==> config.mk <==
export PLATFORM = sky130hd
export DESIGN_NAME = mem_lsu_flat
export DESIGN_NICKNAME = d
export VERILOG_FILES = /design/src/rtl/mem_lsu_pkg.sv /design/src/rtl/mem_lsu_if.sv /design/src/rtl/mem_lsu_align.sv /design/src/rtl/mem_lsu.sv /design/src/flat_wrapper.sv
export SDC_FILE = /design/constraint.sdc
export NUM_CORES = 1
export LEC_CHECK = 0
export ABC_AREA = 1
export CAP_MARGIN = 10
export CORE_UTILIZATION = 45
export CTS_CLUSTER_DIAMETER = 30
export DETAILED_ROUTE_END_ITERATION = 10
export PLACE_DENSITY = 0.83
export SLEW_MARGIN = 20
export SYNTH_ARGS = -nofsm -noshare
export SYNTH_HDL_FRONTEND = slang
export SYNTH_SLANG_ARGS = --single-unit
==> constraint.sdc <==
create_clock -name clk -period 2 [get_ports clk]
set_input_delay 0.2 -clock clk [delete_from_list [all_inputs] [get_ports clk]]
set_output_delay 0.2 -clock clk [all_outputs]
set_load 0.005 [all_outputs]
==> src/rtl/mem_lsu_pkg.sv <==
// Shared op codes, exception codes and FSM encoding for the MEM-stage load/store unit.
// LSU_UNALIGNED_EN decides whether LWL/LWR/SWL/SWR count as defined ops.
package mem_lsu_pkg;

  localparam logic [3:0] OP_LB  = 4'h0;
  localparam logic [3:0] OP_LBU = 4'h1;
  localparam logic [3:0] OP_LH  = 4'h2;
  localparam logic [3:0] OP_LHU = 4'h3;
  localparam logic [3:0] OP_LW  = 4'h4;
  localparam logic [3:0] OP_LWL = 4'h5;
  localparam logic [3:0] OP_LWR = 4'h6;
  localparam logic [3:0] OP_SB  = 4'h8;
  localparam logic [3:0] OP_SH  = 4'h9;
  localparam logic [3:0] OP_SW  = 4'hA;
  localparam logic [3:0] OP_SWL = 4'hB;
  localparam logic [3:0] OP_SWR = 4'hC;

  localparam logic [1:0] EXC_NONE = 2'b00;
  localparam logic [1:0] EXC_ADEL = 2'b01;
  localparam logic [1:0] EXC_ADES = 2'b10;
  localparam logic [1:0] EXC_DBE  = 2'b11;

  typedef enum logic [1:0] {
    S_IDLE   = 2'd0,
    S_ACCESS = 2'd1,
    S_RESP   = 2'd2
  } state_e;

  function automatic logic op_defined(input logic [3:0] op);
    logic def;
    case (op)
      OP_LB, OP_LBU, OP_LH, OP_LHU, OP_LW,
      OP_SB, OP_SH, OP_SW:                 def = 1'b1;
`ifdef LSU_UNALIGNED_EN
      OP_LWL, OP_LWR, OP_SWL, OP_SWR:      def = 1'b1;
`endif
      default:                             def = 1'b0;
    endcase
    return def;
  endfunction

  // Partial-word ops (LWL/LWR/SWL/SWR) never fault on alignment.
  function automatic logic op_misaligned(input logic [3:0] op, input logic [1:0] k);
    logic mis;
    case (op)
      OP_LH, OP_LHU, OP_SH: mis = k[0];
      OP_LW, OP_SW:         mis = (k != 2'b00);
      default:              mis = 1'b0;
    endcase
    return mis;
  endfunction

endpackage

==> src/rtl/mem_lsu_if.sv <==
// Request, response and data-RAM signals of the load/store unit.
// slave = LSU side, master = pipeline/RAM environment side.
interface mem_lsu_if #(
  parameter int ADDR_W = 32
);
  logic              req_valid_i;
  logic              req_ready_o;
  logic [3:0]        req_op_i;
  logic [ADDR_W-1:0] req_addr_i;
  logic [31:0]       req_wdata_i;
  logic [4:0]        req_rd_i;

  logic              resp_valid_o;
  logic              resp_ready_i;
  logic [31:0]       resp_rdata_o;
  logic [4:0]        resp_rd_o;
  logic              resp_we_o;
  logic              resp_exc_o;
  logic [1:0]        resp_exc_code_o;
  logic [ADDR_W-1:0] resp_badvaddr_o;

  logic              ram_ce_o;
  logic              ram_we_o;
  logic [31:0]       ram_addr_o;
  logic [3:0]        ram_vldbyte_o;
  logic [31:0]       ram_data_o;
  logic [31:0]       ram_data_i;

  modport slave (
    input  req_valid_i, req_op_i, req_addr_i, req_wdata_i, req_rd_i,
    output req_ready_o,
    output resp_valid_o, resp_rdata_o, resp_rd_o, resp_we_o,
           resp_exc_o, resp_exc_code_o, resp_badvaddr_o,
    input  resp_ready_i,
    output ram_ce_o, ram_we_o, ram_addr_o, ram_vldbyte_o, ram_data_o,
    input  ram_data_i
  );

  modport master (
    output req_valid_i, req_op_i, req_addr_i, req_wdata_i, req_rd_i,
    input  req_ready_o,
    input  resp_valid_o, resp_rdata_o, resp_rd_o, resp_we_o,
           resp_exc_o, resp_exc_code_o, resp_badvaddr_o,
    output resp_ready_i,
    input  ram_ce_o, ram_we_o, ram_addr_o, ram_vldbyte_o, ram_data_o,
    output ram_data_i
  );
endinterface

==> src/rtl/mem_lsu_align.sv <==
// Combinational big-endian lane steering: store lane enables/data and load extract/merge.
// Partial-word ops are only decoded when LSU_UNALIGNED_EN is defined.
module mem_lsu_align
  import mem_lsu_pkg::*;
(
  input  logic [3:0]  op_i,
  input  logic [1:0]  k_i,
  input  logic [31:0] rt_i,
  input  logic [31:0] ram_rdata_i,
  output logic [3:0]  vldbyte_o,
  output logic [31:0] wdata_o,
  output logic [31:0] rdata_o
);
  // sh_hi = 8*(3-k): shift that brings lane 3-k down to bits [7:0]
  logic [4:0]  sh_hi;
  logic [7:0]  byte_sel;
  logic [15:0] half_sel;

  assign sh_hi    = {~k_i, 3'b000};
  assign byte_sel = 8'(ram_rdata_i >> sh_hi);
  assign half_sel = k_i[1] ? ram_rdata_i[15:0] : ram_rdata_i[31:16];

`ifdef LSU_UNALIGNED_EN
  logic [4:0] sh_lo;
  assign sh_lo = {k_i, 3'b000};
`endif

  always_comb begin
    vldbyte_o = 4'b0000;
    wdata_o   = '0;
    rdata_o   = '0;
    case (op_i)
      OP_SB: begin
        vldbyte_o = 4'b1000 >> k_i;
        wdata_o   = {4{rt_i[7:0]}};
      end
      OP_SH: begin
        vldbyte_o = k_i[1] ? 4'b0011 : 4'b1100;
        wdata_o   = {2{rt_i[15:0]}};
      end
      OP_SW: begin
        vldbyte_o = 4'b1111;
        wdata_o   = rt_i;
      end
      OP_LB:  rdata_o = {{24{byte_sel[7]}}, byte_sel};
      OP_LBU: rdata_o = {24'h000000, byte_sel};
      OP_LH:  rdata_o = {{16{half_sel[15]}}, half_sel};
      OP_LHU: rdata_o = {16'h0000, half_sel};
      OP_LW:  rdata_o = ram_rdata_i;
`ifdef LSU_UNALIGNED_EN
      OP_LWL: rdata_o = (ram_rdata_i << sh_lo) | (rt_i & ~(32'hFFFF_FFFF << sh_lo));
      OP_LWR: rdata_o = (ram_rdata_i >> sh_hi) | (rt_i & ~(32'hFFFF_FFFF >> sh_hi));
      OP_SWL: begin
        vldbyte_o = 4'b1111 >> k_i;
        wdata_o   = rt_i >> sh_lo;
      end
      OP_SWR: begin
        vldbyte_o = 4'b1111 << ~k_i;
        wdata_o   = rt_i << sh_hi;
      end
`endif
      default: ;
    endcase
  end

endmodule

==> src/rtl/mem_lsu.sv <==
// MEM-stage load/store unit: one request at a time, alignment/range checks, RAM cycle, registered response.
// Define LSU_UNALIGNED_EN to enable LWL/LWR/SWL/SWR.
//
// state    | meaning
// S_IDLE   | waiting for a request, ready high
// S_ACCESS | RAM cycle for the captured request; load data latched at the edge
// S_RESP   | response valid and held until resp_ready_i
module mem_lsu
  import mem_lsu_pkg::*;
#(
  parameter int ADDR_W     = 32,
  parameter int ADDR_LIMIT = 252
) (
  input logic      clk,
  input logic      rst,
  mem_lsu_if.slave bus
);
  state_e            state_q, state_d, req_next;
  logic [3:0]        op_q;
  logic [ADDR_W-1:0] addr_q;
  logic [31:0]       wdata_q;
  logic [4:0]        rd_q;

  logic [31:0]       rdata_q;
  logic [4:0]        resp_rd_q;
  logic              we_q;
  logic              exc_q;
  logic [1:0]        code_q;
  logic [ADDR_W-1:0] badv_q;

  logic              req_ready, accept, in_access;
  logic              req_defined, req_misaligned, req_dbe, req_exc;
  logic [1:0]        req_code;
  logic [3:0]        al_vld;
  logic [31:0]       al_wdata, al_rdata;

  assign in_access      = (state_q == S_ACCESS);
  assign req_ready      = (state_q == S_IDLE) | ((state_q == S_RESP) & bus.resp_ready_i);
  assign accept         = bus.req_valid_i & req_ready;
  assign req_defined    = op_defined(bus.req_op_i);
  assign req_misaligned = op_misaligned(bus.req_op_i, bus.req_addr_i[1:0]);
  assign req_dbe        = (bus.req_addr_i >= ADDR_W'(ADDR_LIMIT));
  assign req_exc        = req_defined & (req_misaligned | req_dbe);
  // Alignment outranks the range check.
  assign req_code       = req_misaligned ? (bus.req_op_i[3] ? EXC_ADES : EXC_ADEL) : EXC_DBE;
  assign req_next       = (req_defined & ~req_exc) ? S_ACCESS : S_RESP;

  mem_lsu_align u_align (
    .op_i        (op_q),
    .k_i         (addr_q[1:0]),
    .rt_i        (wdata_q),
    .ram_rdata_i (bus.ram_data_i),
    .vldbyte_o   (al_vld),
    .wdata_o     (al_wdata),
    .rdata_o     (al_rdata)
  );

  always_ff @(posedge clk) begin
    if (rst) state_q <= S_IDLE;
    else     state_q <= state_d;
  end

  always_comb begin
    state_d           = state_q;
    bus.req_ready_o   = req_ready;
    bus.resp_valid_o  = (state_q == S_RESP);
    // Reset in the ACCESS cycle must kill the RAM write.
    bus.ram_ce_o      = in_access & ~rst;
    bus.ram_we_o      = in_access & op_q[3] & ~rst;
    bus.ram_addr_o    = in_access ? 32'(addr_q) : 32'h0;
    bus.ram_vldbyte_o = in_access ? al_vld : 4'b0000;
    bus.ram_data_o    = in_access ? al_wdata : 32'h0;
    unique case (state_q)
      S_IDLE:   if (accept) state_d = req_next;
      S_ACCESS: state_d = S_RESP;
      S_RESP:   if (bus.resp_ready_i) state_d = accept ? req_next : S_IDLE;
      default:  state_d = S_IDLE;
    endcase
  end

  always_ff @(posedge clk) begin
    if (rst) begin
      op_q      <= '0;
      addr_q    <= '0;
      wdata_q   <= '0;
      rd_q      <= '0;
      rdata_q   <= '0;
      resp_rd_q <= '0;
      we_q      <= 1'b0;
      exc_q     <= 1'b0;
      code_q    <= EXC_NONE;
      badv_q    <= '0;
    end else if (accept) begin
      op_q      <= bus.req_op_i;
      addr_q    <= bus.req_addr_i;
      wdata_q   <= bus.req_wdata_i;
      rd_q      <= bus.req_rd_i;
      resp_rd_q <= bus.req_rd_i;
      rdata_q   <= '0;
      we_q      <= 1'b0;
      exc_q     <= req_exc;
      code_q    <= req_exc ? req_code : EXC_NONE;
      badv_q    <= req_exc ? bus.req_addr_i : '0;
    end else if (in_access) begin
      rdata_q   <= op_q[3] ? 32'h0 : al_rdata;
      we_q      <= ~op_q[3];
    end
  end

  assign bus.resp_rdata_o    = rdata_q;
  assign bus.resp_rd_o       = resp_rd_q;
  assign bus.resp_we_o       = we_q;
  assign bus.resp_exc_o      = exc_q;
  assign bus.resp_exc_code_o = code_q;
  assign bus.resp_badvaddr_o = badv_q;

endmodule
==> src/flat_wrapper.sv <==
// flat-port wrapper written by rule: the top's interface ports become plain ports
module mem_lsu_flat import mem_lsu_pkg::*;
#(
  parameter int ADDR_W     = 32,
  parameter int ADDR_LIMIT = 252
)
  (clk, rst, bus_req_valid_i, bus_req_op_i, bus_req_addr_i, bus_req_wdata_i, bus_req_rd_i, bus_req_ready_o, bus_resp_valid_o, bus_resp_rdata_o, bus_resp_rd_o, bus_resp_we_o, bus_resp_exc_o, bus_resp_exc_code_o, bus_resp_badvaddr_o, bus_resp_ready_i, bus_ram_ce_o, bus_ram_we_o, bus_ram_addr_o, bus_ram_vldbyte_o, bus_ram_data_o, bus_ram_data_i);
  mem_lsu_if #(.ADDR_W(ADDR_W)) bus_i ();
  input logic clk;
  input logic rst;
  input wire logic [$bits(bus_i.req_valid_i)-1:0] bus_req_valid_i;
  input wire logic [$bits(bus_i.req_op_i)-1:0] bus_req_op_i;
  input wire logic [$bits(bus_i.req_addr_i)-1:0] bus_req_addr_i;
  input wire logic [$bits(bus_i.req_wdata_i)-1:0] bus_req_wdata_i;
  input wire logic [$bits(bus_i.req_rd_i)-1:0] bus_req_rd_i;
  output wire logic [$bits(bus_i.req_ready_o)-1:0] bus_req_ready_o;
  output wire logic [$bits(bus_i.resp_valid_o)-1:0] bus_resp_valid_o;
  output wire logic [$bits(bus_i.resp_rdata_o)-1:0] bus_resp_rdata_o;
  output wire logic [$bits(bus_i.resp_rd_o)-1:0] bus_resp_rd_o;
  output wire logic [$bits(bus_i.resp_we_o)-1:0] bus_resp_we_o;
  output wire logic [$bits(bus_i.resp_exc_o)-1:0] bus_resp_exc_o;
  output wire logic [$bits(bus_i.resp_exc_code_o)-1:0] bus_resp_exc_code_o;
  output wire logic [$bits(bus_i.resp_badvaddr_o)-1:0] bus_resp_badvaddr_o;
  input wire logic [$bits(bus_i.resp_ready_i)-1:0] bus_resp_ready_i;
  output wire logic [$bits(bus_i.ram_ce_o)-1:0] bus_ram_ce_o;
  output wire logic [$bits(bus_i.ram_we_o)-1:0] bus_ram_we_o;
  output wire logic [$bits(bus_i.ram_addr_o)-1:0] bus_ram_addr_o;
  output wire logic [$bits(bus_i.ram_vldbyte_o)-1:0] bus_ram_vldbyte_o;
  output wire logic [$bits(bus_i.ram_data_o)-1:0] bus_ram_data_o;
  input wire logic [$bits(bus_i.ram_data_i)-1:0] bus_ram_data_i;
  assign bus_i.req_valid_i = bus_req_valid_i;
  assign bus_i.req_op_i = bus_req_op_i;
  assign bus_i.req_addr_i = bus_req_addr_i;
  assign bus_i.req_wdata_i = bus_req_wdata_i;
  assign bus_i.req_rd_i = bus_req_rd_i;
  assign bus_req_ready_o = bus_i.req_ready_o;
  assign bus_resp_valid_o = bus_i.resp_valid_o;
  assign bus_resp_rdata_o = bus_i.resp_rdata_o;
  assign bus_resp_rd_o = bus_i.resp_rd_o;
  assign bus_resp_we_o = bus_i.resp_we_o;
  assign bus_resp_exc_o = bus_i.resp_exc_o;
  assign bus_resp_exc_code_o = bus_i.resp_exc_code_o;
  assign bus_resp_badvaddr_o = bus_i.resp_badvaddr_o;
  assign bus_i.resp_ready_i = bus_resp_ready_i;
  assign bus_ram_ce_o = bus_i.ram_ce_o;
  assign bus_ram_we_o = bus_i.ram_we_o;
  assign bus_ram_addr_o = bus_i.ram_addr_o;
  assign bus_ram_vldbyte_o = bus_i.ram_vldbyte_o;
  assign bus_ram_data_o = bus_i.ram_data_o;
  assign bus_i.ram_data_i = bus_ram_data_i;
  mem_lsu #(.ADDR_W(ADDR_W), .ADDR_LIMIT(ADDR_LIMIT)) u_core (.clk(clk), .rst(rst), .bus(bus_i));
endmodule
# --- After elaboration in Yosys (flattened, before gate mapping) ---
# Memories as Yosys holds them, arrays and structs flattened.
# Cells that the tools add are included.
# Widths: inputs -> output; s select.
totals:
  ff_bits: 143
  elab_cells: 69
  output_inout_bits: 145
  mem_bits_ro: 16
  n_memories: 1
memory_table:
  columns: ["name", "words", "word_bits", "rd", "rd_ports_with_merged_regs", "wr", "line_no", "text"]
  rows:
  - ["(no name shown)", 16, 1, 1, 0, 0, "mem_lsu_pkg.sv:31", "case (op)"]
classes:
  bitwise_logic: 13
  n_eq_ne: 16
  mux: 19
  n_reduce_logical: 7
  n_lt_le_gt_ge: 1
  n_shift: 2
ops:
  columns: ["operator", "n"]
  rows:
  - ["$pmux 32 s5", 1]
  - ["$mux 32", 4]
  - ["$pmux 32 s3", 1]
  - ["$ge 32x8->1 const B", 1]
  - ["$shr 32x5->8", 1]
  - ["$eq 4x4->1 const B", 5]
  - ["$eq 4x2->1 const B", 4]
  - ["$mux 16", 1]
  - ["$mux 2", 7]
  - ["$pmux 4 s3", 1]
  - ["$eq 4x3->1 const B", 2]
  - ["$mux 4", 2]
  - ["$and 1x1->1", 7]
  - ["$pmux 2 s3", 1]
  - ["$eq 4x1->1 const B", 1]
  - ["$logic_not 4->1", 1]
  - ["$ne 2x1->1 const B", 2]
  - ["$reduce_or 2->1", 2]
  - ["$shr 4x2->4 const A", 1]
  - ["$not 1->1", 3]
  - ["$reduce_or 3->1", 1]
  - ["$eq 2x1->1 const B", 1]
  - ["$eq 2x2->1 const B", 1]
  - ["$logic_not 2->1", 1]
  - ["other kinds (5)", 6]

# --- Longest topological paths before layout ---
logic_depth:
  depth_word: 11
  depth_mapped: 10
  mapped_depth_nobuf: 9

# --- By module ---
# From an unflattened synthesis, not the netlist that was laid out.
hier_totals:
  cells_unflattened: 1024
  hier_area_um2: 7035.5
by_module_without_submodules:
  columns: ["mod", "seq_area_each_um2", "area_each_um2", "cells_each", "n_inst"]
  rows:
  - ["mem_lsu", 2862.7, 5430.2, 645, 1]
  - ["mem_lsu_align", 0.0, 1605.3, 379, 1]

# --- Least setup slack after synthesis ---
# OpenSTA, ideal clock, no wires.
synth_timing:
  kind: "reg2out"
  start: "register u_core.op_q[1]"
  end: "output port bus_ram_data_o[26]"
  setup_slack_ns: 0.594
  stages_incl_launch_ff: 10
  n_path_buf: 2
  t_arrival_ns: 1.206
  path_cell_list: "dfxtp_1 buf_4 inv_2 nand2_1 nor2_1 inv_2 buf_2 o22ai_1 o21ai_0 inv_1"
synth_via:
  elab_chain_len: 3
  word_cells_on_any_way: 5
synth_lines:
  columns: ["element", "line_no", "text"]
  rows:
  - ["start, declared", "mem_lsu.sv:19", "logic [3:0] op_q;"]
  - ["start signal, assigned", "mem_lsu.sv:94", "op_q <= bus.req_op_i;"]
  - ["$eq 4x4->1", "mem_lsu_align.sv:32", "case (op_i)"]
  - ["$pmux 32 s3 (*)", "mem_lsu_align.sv:32", null]
  - ["$mux 32 (*)", "mem_lsu.sv:72", "bus.ram_data_o = in_access ? al_wdata : 32'h0;"]
  - ["end, declared", "flat_wrapper.sv:29", "output wire logic [$bits(bus_i.ram_data_o)-1:0] bus_ram_data_o;"]
# Mark *: on every way between the ends. The rest lies on a longest branch, timed or not.

# --- Worst setup path in the final report ---
layout_timing:
  start: "register u_core.op_q[3]"
  end: "output port bus_ram_data_o[9]"
# Same word-level chain as after synthesis.

==> metrics.md <==
| Metric | Value |
|---|---|
| Status | `finished with violations` |
| Violated checks | `negative setup slack` |
| Worst Skew | `6.64 ps` |
| # hold bufs at CTS | `0` |
| Top post-synthesis cells by count | `247 x nand2_1, 143 x dfxtp_1, 112 x inv_1, 107 x nor2_1, 92 x o21ai_0` |
| CTS Buf Count | `17` |
| Synth Warn # | `0` |
| Distinct cells, synth | `30` |
| Cells after synthesis | `roughly 940` |
| Comb pwr share | `14.2%` |
| WS Path Type | `flop to output port` |
| Max cap viols | `0` |
| CTS tree | `built` |
| EDFF count, synth | `0` |
| Final WS setup | `-158 ps` |
| CTS Sinks | `roughly 140` |
| Synthesized area per cell | `6.86 um^2` |
| Period minus WS final | `roughly 2200 ps` |
| Leakage | `0.00454 uW` |
| Final Cycle Share | `108%` |
| Clk slew on worst S/H paths | `60 ps` |
| Pins Over Slew Limit | `0` |
| Final hold violation count | `0` |
| RSZ-0062 raised after global routing | `yes` |
| Starting Density | `46.3%` |
| Ant diodes | `0` |
| Vias/cell | `5.19` |
| Detailed Route WL | `22.7 mm` |
| Util after Layout | `73.6%` |
| Sequential area share after synthesis | `44.6%` |
| Min-Delay Path Class | `input pin to flop` |
| IO buf count | `253` |
| Fillers | `1097` |
| Largest net degree at the start of global routing | `between 50 and 60` |
| Worst slew pin tran | `approximately 690 ps` |
| Max-slew headroom | `53.6%` |
| FP Rows | `between 40 and 50` |
| Ports | `254` |
| CP Capture Type | `output port` |
| Clock power share | `44.8%` |
| FFs w/ async S/R, synth | `0%` |
| Layout cell share with drive strength beyond 1 | `about 17%` |
| Clock Tree Root | `clkbuf_16` |
| Post-Syn Area | `6420 um^2` |
| Reg power frac | `41.0%` |
| Die W | `about 120 um` |
| Layout overhead on the synthesized area | `59.2%` |
| Synth top area share | `44.6%` |
| Maximum VDD drop | `0.000545 V` |
| Crit start category | `flop` |
| Psw | `1830 uW` |
| Clk buf depth | `2` |
| Sw Ratio | `~25%` |
| Setup TNS | `-2480 ps` |
| Final Setup Violations | `27` |
| Pwr per Cell Area | `approximately 730 nW/um^2` |
| H-tree Lvls | `4` |
| Vias in the first global route | `6907` |
| Clk_lat worst skew | `420 ps` |
| Crit path max fanout | `5` |
| DR WL/cell | `16.1 um` |
| DR vias | `7319` |
| GRT overflow | `0` |
| Core area | `13900 um^2` |
| Hpwl dp | `15.3 mm` |
| RePlAce Congestion | `0.957` |
| Die area | `14700 um^2` |
| Drt first-iter violations | `605` |
| Crit path required time | `between 1500 and 2000 ps` |
| First-pass GRT wire length | `34.1 mm` |
| Post-synth top flop | `dfxtp_1` |
| Total GRT Usage | `30.0%` |
| Die Span Y | `121 um` |
| Mapped Nets | `approximately 1000` |
| Internal | `5600 uW` |
| Yosys reg bits | `143` |
| Count leader, synth | `nand2_1` |
| DRT Pass-1 Iters | `5` |
| Layout Nets | `1328` |
| WP data arrival | `between 1500 and 2000 ps` |
| Antenna Violating Nets Remaining | `0` |
| Area leader, netlist | `dfxtp_1` |
| Peak Freq | `463 MHz` |
| Synth area leaders | `dfxtp_1 45%, nand2_1 14%, o21ai_0 7.2%, inv_1 6.5%, nor2_1 6.3%` |
| Initial antenna violation count | `0` |
| DRC violations left | `0` |
[layout by cell type, fill, tap and decap left out, types with 20 or more instances in the layout]
master / n
nand2_1: 242
clkdlybuf4s50_1: 187
buf_4: 34
o21ai_0: 73
nor2_1: 93
dfxtp_1: 138
inv_1: 112
o21ai_1: 80
buf_2: 27
a21oi_1: 44
dlymetal6s2s_1: 20
[kinds of logic (layout without fill, tap and decap cells)]
group | Yosys count | count (layout) | synth area share [%]
compound gates | 231 | 231 | 18.7
simple gates | 393 | 394 | 25.0
buf+inv | 169 | 462 | 11.6
flops | 143 | 143 | 44.6
[metal layers]
metal	up-vias	track usage (%)	share of wire (%)
met5	-	0	0
met4	0	18.8	3.8
met3	72	7.52	9.3
met2	402	48.8	48
met1	3314	35.1	39
li1	3531	-	-
[registers in the layout (all words and copies together) (netlist names), 2 cells and up]
name / cells
u_core.op_q: 4
u_core.addr_q: 32
u_core.wdata_q: 32
u_core.bus.resp_rd_o: 5
u_core.state_q: 2
u_core.bus.resp_badvaddr_o: 32
u_core.bus.resp_rdata_o: 32
u_core.bus.resp_exc_code_o: 2
[timing repair]
item	CTS	global route
gates resized for setup	197	80
endpoints found under the setup margin	70	56
pin swaps	22	22
hold endpoints to repair	0	0
setup buffers	19	7
cloned	2	0
[power by group through the flow]
stage               clock network [uW]  logic, uW  registers [uW]
CTS                               3360       1000            3040
floorplan                            0        465            3090
global route                      3480       1140            3050
finish                            3330       1060            3040
global placement                     0        921            3090
detailed placement                   0        929            3100
[worst max-delay path: stages (launching register included)]
cell and delay, ps:
dfxtp_2 330, inv_2 50, nor2_4 110, inv_2 70, buf_6 120, nor2_4 210, nand2_4 170, o22ai_4 190
nand2_1 90, o21ai_1 80, buf_2 120
[path summary, 6_finish.rpt]
| check | startpoint | to | slack (ps) | cells past startpoint |
|---|---|---|---|---|
| worst max-delay path | u_core.op_q[3] | bus_ram_data_o[9] | -160 | 10 |
| worst min-delay path | bus_req_wdata_i[10] | u_core.wdata_q[10] | 330 | 3 |
| worst max register to register | u_core.op_q[2] | u_core.bus.resp_rdata_o[5] | 260 | 8 |
| worst min register to register | u_core.bus.resp_badvaddr_o[15] | u_core.bus.resp_badvaddr_o[15] | 460 | 2 |
[stage by stage]
step / hold WS (ps) / area [um^2] / power (uW) / worst slack [ps] / instances
after floorplan: 269 / 6420 / 3560 / 594 / 936
after global placement: 437 / 9160 / 4020 / 5.39 / 1352
after detailed placement: 445 / 9160 / 4030 / -13.5 / 1352
after CTS: 316 / 10000 / 7400 / -186 / 1403
after global routing: 332 / 10200 / 7670 / -249 / 1410
final: 327 / 10200 / 7430 / -158 / 1410
[layout make-up]
cell class / count / area (um^2) / share of cell area, %
Sequential cell: 143 / 2880 / 28.1
Timing Repair Buffer: 307 / 2910 / 28.5
Tap cell: 180 / 225 / 2.20
Clock inverter: 11 / 164 / 1.60
Timing Repair inverter: 1 / 7.51 / 0.0735
Clock buffer: 19 / 453 / 4.43
Multi-Input combinational cell: 625 / 3100 / 30.4
Inverter: 124 / 480 / 4.70
Power figures use the tool's default switching activity.
